File: src/rtl/ppu_write_queue.sv
`default_nettype none
// ============================================================================
//  Module   : ppu_write_queue
//  Purpose  : Buffers CPU writes aimed at the ppu tables in a FIFO and
//             releases them to the ppu only inside the vertical-blanking
//             window (or at any time in immediate mode), so table updates
//             never tear mid-frame. A control/status register lives in the
//             otherwise unused ppu address space 2'b11 (0x03xx).
//  Ports    : clk, reset_n           - clock, async active-low reset
//             chipselect/write/read  - Avalon slave strobes
//             address/writedata      - Avalon word address and write data
//             readdata               - status word (combinational, latency 0)
//                                      {pad, ovf, imm, count[AW:0]}
//             vcount                 - current line from the ppu counters
//             ppu_*                  - registered write bus towards the ppu
//  Revision : 1.0  initial release
// ============================================================================
module ppu_write_queue #(
   parameter int DEPTH        = 64,
   parameter int AW           = 6,
   parameter int VBLANK_START = 480,
   parameter int VBLANK_END   = 523
) (
   input  logic        clk,
   input  logic        reset_n,
   input  logic        chipselect,
   input  logic        write,
   input  logic        read,
   input  logic [15:0] address,
   input  logic [31:0] writedata,
   output logic [31:0] readdata,
   input  logic [9:0]  vcount,
   output logic        ppu_chipselect,
   output logic        ppu_write,
   output logic [15:0] ppu_address,
   output logic [31:0] ppu_writedata
);

   localparam logic [AW:0] FULL_COUNT = (AW+1)'(DEPTH);
   localparam logic [9:0]  VB_START   = 10'(VBLANK_START);
   localparam logic [9:0]  VB_END     = 10'(VBLANK_END);
   localparam int          PAD_W      = 32 - (AW + 3);

   // Each entry holds {address, writedata}.
   logic [47:0]   mem [DEPTH];
   logic [AW-1:0] wr_ptr;
   logic [AW-1:0] rd_ptr;
   logic [AW:0]   count;
   logic          imm;
   logic          ovf;

   logic acc;
   logic ctrl;
   logic push;
   logic flush;
   logic full;
   logic push_ok;
   logic win;
   logic pop;

   always_comb begin
      acc     = chipselect & write;
      ctrl    = acc & (address[9:8] == 2'b11);
      push    = acc & ~ctrl;
      flush   = ctrl & writedata[2];
      // Fullness is judged on the pre-edge count, so a push into a full
      // queue is dropped even when a pop frees a slot in the same cycle.
      full    = (count == FULL_COUNT);
      push_ok = push & ~full;
      win     = imm | ((vcount >= VB_START) && (vcount <= VB_END));
      pop     = win & (count != '0) & ~flush;
   end

   // Storage array carries no reset: its contents are only meaningful
   // between rd_ptr and wr_ptr, which are reset.
   always_ff @(posedge clk) begin
      if (push_ok) begin
         mem[wr_ptr] <= {address, writedata};
      end
   end

   always_ff @(posedge clk or negedge reset_n) begin
      if (!reset_n) begin
         wr_ptr         <= '0;
         rd_ptr         <= '0;
         count          <= '0;
         imm            <= 1'b0;
         ovf            <= 1'b0;
         ppu_chipselect <= 1'b0;
         ppu_write      <= 1'b0;
         ppu_address    <= '0;
         ppu_writedata  <= '0;
      end else begin
         if (flush) begin
            wr_ptr <= '0;
            rd_ptr <= '0;
            count  <= '0;
         end else begin
            if (push_ok) begin
               wr_ptr <= wr_ptr + 1'b1;
            end
            if (pop) begin
               rd_ptr <= rd_ptr + 1'b1;
            end
            count <= count + (AW+1)'(push_ok) - (AW+1)'(pop);
         end

         if (ctrl) begin
            imm <= writedata[0];
         end

         // A clear and a new overflow cannot share a cycle (single bus port),
         // so the ordering of these two branches is immaterial.
         if (push & full) begin
            ovf <= 1'b1;
         end else if (ctrl & writedata[1]) begin
            ovf <= 1'b0;
         end

         // One-cycle strobe per popped entry; address/data hold otherwise.
         ppu_chipselect <= pop;
         ppu_write      <= pop;
         if (pop) begin
            {ppu_address, ppu_writedata} <= mem[rd_ptr];
         end
      end
   end

   assign readdata = (chipselect & read) ? {{PAD_W{1'b0}}, ovf, imm, count} : 32'd0;

endmodule
`default_nettype wire

File: config.mk
export PLATFORM = sky130hd
export DESIGN_NAME = ppu_write_queue
export DESIGN_NICKNAME = d
export VERILOG_FILES = /design/src/rtl/ppu_write_queue.sv
export SDC_FILE = /design/constraint.sdc
export NUM_CORES = 2
export LEC_CHECK = 0
export CORE_ASPECT_RATIO = 0.5
export CORE_MARGIN = 3
export CORE_UTILIZATION = 30
export DETAILED_ROUTE_END_ITERATION = 10
export PLACE_DENSITY_LB_ADDON = 0.08
export SYNTH_ARGS = -nofsm -noshare
export SYNTH_HDL_FRONTEND = slang
export SYNTH_SLANG_ARGS = --single-unit
File: constraint.sdc
create_clock -name clk -period 11.05 [get_ports clk]
set_input_delay 1.105 -clock clk [delete_from_list [all_inputs] [get_ports clk]]
set_output_delay 1.105 -clock clk [all_outputs]
set_load 0.005 [all_outputs]
==> impl_metrics.env <==
export IMPL_outcome="complete, no violations"
export IMPL_crit_fanout=40
export IMPL_die_area_um2=410000
export IMPL_worst_slew_pin_slew_ns=1.37
export IMPL_grt_max_degree=111
export IMPL_drv_slew=0
export IMPL_grt_pass1_wl_um=519000
export IMPL_synth_fa_ha_area_share_pct=0.131
export IMPL_ys_warnings_count=0
export IMPL_core_um2=397000
export IMPL_synth_area_leaders="edfxtp_1 (77%), mux4_2 (12%), mux2i_1 (2.7%), dfrtp_1 (1.5%), a22oi_1 (0.83%)"
export IMPL_clkLatencyLatePin_ns=0.90
export IMPL_vdd_drop_max_mv=0.198
export IMPL_post_drt_via_cell_ratio=5.15
export IMPL_wl_um=382000
export IMPL_drive_above_1_share_pct=24.3
export IMPL_synth_seq_cells=3142
export IMPL_finalCriticalPeriod_ns=5.87
export IMPL_rows=163
export IMPL_async_flop_share_pct=2.23
export IMPL_cpPeakStageDelay_ns=0.92
export IMPL_synth_compound_area_share_pct=3.00
export IMPL_finClkSkew_ns=0.0376
export IMPL_maxCapViolations=0
export IMPL_cts_tree="yes"
export IMPL_fill_cells=36600
export IMPL_dr_pass1_iters=7
export IMPL_worstPathArrival_ns=6.37
export IMPL_path_buf_inv=5
export IMPL_h_tree_depth=5
export IMPL_synth_edf_count=3072
export IMPL_critPathCaptureType="flip-flop"
export IMPL_synth_xor_area_share_pct=0.0945
export IMPL_clockBufferDepth=4
export IMPL_ant_nets=0
export IMPL_yosys_area_top_type="edfxtp_1"
export IMPL_yosys_mux_area_fraction_pct=15.4
export IMPL_ys_types=57
export IMPL_cp_num_cells=10
export IMPL_grt_antenna_before_repair=49
export IMPL_crit_top_cell="buf_4"
export IMPL_globalRouteOverflowTotal=0
export IMPL_min_period_over_period_pct=53.1
export IMPL_drc_errors=0
export IMPL_hold_viol_final=0
export IMPL_power_leakage_nw=42.9
export IMPL_synth_top_area_share_pct=76.6
export IMPL_dieWidth_um=902
export IMPL_synth_common_cells="edfxtp_1 (3072), mux4_2 (638), mux2i_1 (331), nand2_1 (196), a22oi_1 (133)"
export IMPL_postSynthAreaPerCell_um2=21.8
export IMPL_clock_sinks=3142
export IMPL_clk_pin_slew_ns=0.06
export IMPL_fin_util_pct=34.8
export IMPL_yosysMostFrequentCell="edfxtp_1"
export IMPL_port_buffers=119
export IMPL_p_per_area_nw_per_um2=241
export IMPL_wl_per_cell_um=33.5
export IMPL_postSynthCellCount=5535
export IMPL_fin_hold_ws_ns=0.282
export IMPL_hold_class="in -> async"
export IMPL_synthSimpleGateAreaFrac_pct=1.75
export IMPL_post_cts_buffers=0
export IMPL_pin_count=145
export IMPL_max_freq_ghz=0.170
export IMPL_cp_start_kind="input pin"
export IMPL_drt_initial_drc_count=6216
export IMPL_cts_inserted_buffers=313
export IMPL_setup_tns_ns=0
export IMPL_grt_pass1_vias=61000
export IMPL_grt_usage_pct=18.3
export IMPL_start_util_pct=30.3
export IMPL_die_height_um=454
export IMPL_rsz0062_at_grt="false"
export IMPL_place_gp_congestion=0.759
export IMPL_dp_cells=10800
export IMPL_num_vias=58600
export IMPL_reg2reg_depth=10
export IMPL_synth_top_family_by_area="multiplexers"
export IMPL_synth_area_um2=121000
export IMPL_ys_seq_area_share_pct=78.0
export IMPL_slew_headroom_pct=6.63
export IMPL_instances_no_fill=11400
export IMPL_synth_flop_cell="edfxtp_1"
export IMPL_area_growth_pct=14.7
export IMPL_worstSetupPathType="in -> reg"
export IMPL_finalSetupViolCount=0
export IMPL_hpwl_um=221000
export IMPL_critPathTopFamily="simple AND/OR/NAND/NOR gates"
export IMPL_nNetsFinal=5933
export IMPL_cts_resized_gates=0
export IMPL_crit_slowest_cell="nor2_4"
export IMPL_cp_cell_sequence="buf_2 > buf_4 > and2_1 > a211oi_2 > inv_1 > nor2_1 > nand3_1 > nor2_4 > buf_4 > buf_4"
export IMPL_root_buffer="clkbuf_16"
export IMPL_holdBufCountCts=0
export IMPL_required_ns=11.55
[worst register-to-register path: cells and delay by family, from the launching register on]
| kind | cells | cell delay (ns) |
|---|---|---|
| compound gates | 1 | 0.76 |
| simple gates | 4 | 2.16 |
| buf+inv | 4 | 1.62 |
| fa+ha+maj | 1 | 0.19 |
| flops | 1 | 0.39 |
[flip-flops by register name, summed over array words and instances (netlist names)]
register       flops
mem             3072
ppu_writedata     32
ppu_address       16
count              7
rd_ptr             6
wr_ptr             6
imm                1
ovf                1
ppu_write          1
[layout by cell type (no fill, tap or decap), types with 23 or more instances in the layout]
cell,count
mux2_2,77
a32oi_1,27
buf_4,197
clkbuf_1,73
nand3_1,67
conb_1,23
a21oi_1,64
nand2_1,196
mux2i_1,331
clkdlybuf4s50_1,70
clkbuf_16,320
clkinv_2,44
a31oi_1,27
clkinv_1,67
edfxtp_1,3072
a211oi_1,42
dfrtp_1,64
a221oi_1,25
nor2_1,36
buf_2,48
mux4_2,638
a22oi_1,133
o22ai_1,55
nor2_4,67
[per-layer routing]
metal  share of wire, %  vias to the layer above  GRT usage [%]
li1                   -                    23900              -
met1                 47                    32600           26.7
met2                 46                     1604           29.0
met3                5.1                      452           2.79
met4                2.3                        2           4.09
met5             0.0018                        -              0
[kinds of logic after synthesis]
kind of cell    after synthesis
fa+ha+maj                    12
other cells                   1
buf+inv                     354
mux                        1046
compound gates              499
simple gates                468
xor+xnor                     13
flops                      3142
[path summary, 6_finish.rpt]
kind | startpoint | end | slack, ns
max in group asynchronous | reset_n | rd_ptr[4]$_DFFE_PN0P_ | 9.28
max reg2reg | count[2]$_DFF_PN0_ | mem[51][25]$_DFFE_PP_ | 5.48
min | reset_n | ppu_writedata[31]$_DFFE_PN0P_ | 0.28
min in group clk | ppu_address[11]$_DFFE_PN0P_ | ppu_address[11]$_DFFE_PN0P_ | 0.50
min reg2reg | ppu_address[11]$_DFFE_PN0P_ | ppu_address[11]$_DFFE_PN0P_ | 0.50
max | address[8] | mem[51][25]$_DFFE_PP_ | 5.18
[metrics by stage]
stage               power [mW]  area (um2)  worst slack, ns
global placement          23.4      129000             4.20
CTS                       33.9      138000             5.05
detailed placement        23.5      129000             4.09
global route              34.7      138000             5.03
floorplan                 19.6      121000             6.32
finish                    33.3      138000             5.18
[area by class of cell]
class / instances / area, um2 / area share (%)
clock buffer: 404 / 8430 / 6.10
multi-input combinational: 2061 / 25200 / 18.3
clock inverter: 147 / 1260 / 0.914
sequential: 3142 / 94000 / 68.0
inverter: 14 / 55.1 / 0.0398
timing repair buffer: 326 / 2640 / 1.91
antenna: 9 / 22.5 / 0.0163
tap: 5280 / 6610 / 4.78
[report_power, final]
part / internal (mW) / switching, mW / total, mW
registers: 13.3 / 0.268 / 13.6
clock network: 5.84 / 4.58 / 10.4
logic: 3.75 / 5.59 / 9.34
No activity file was read; power rests on OpenSTA's default activity.
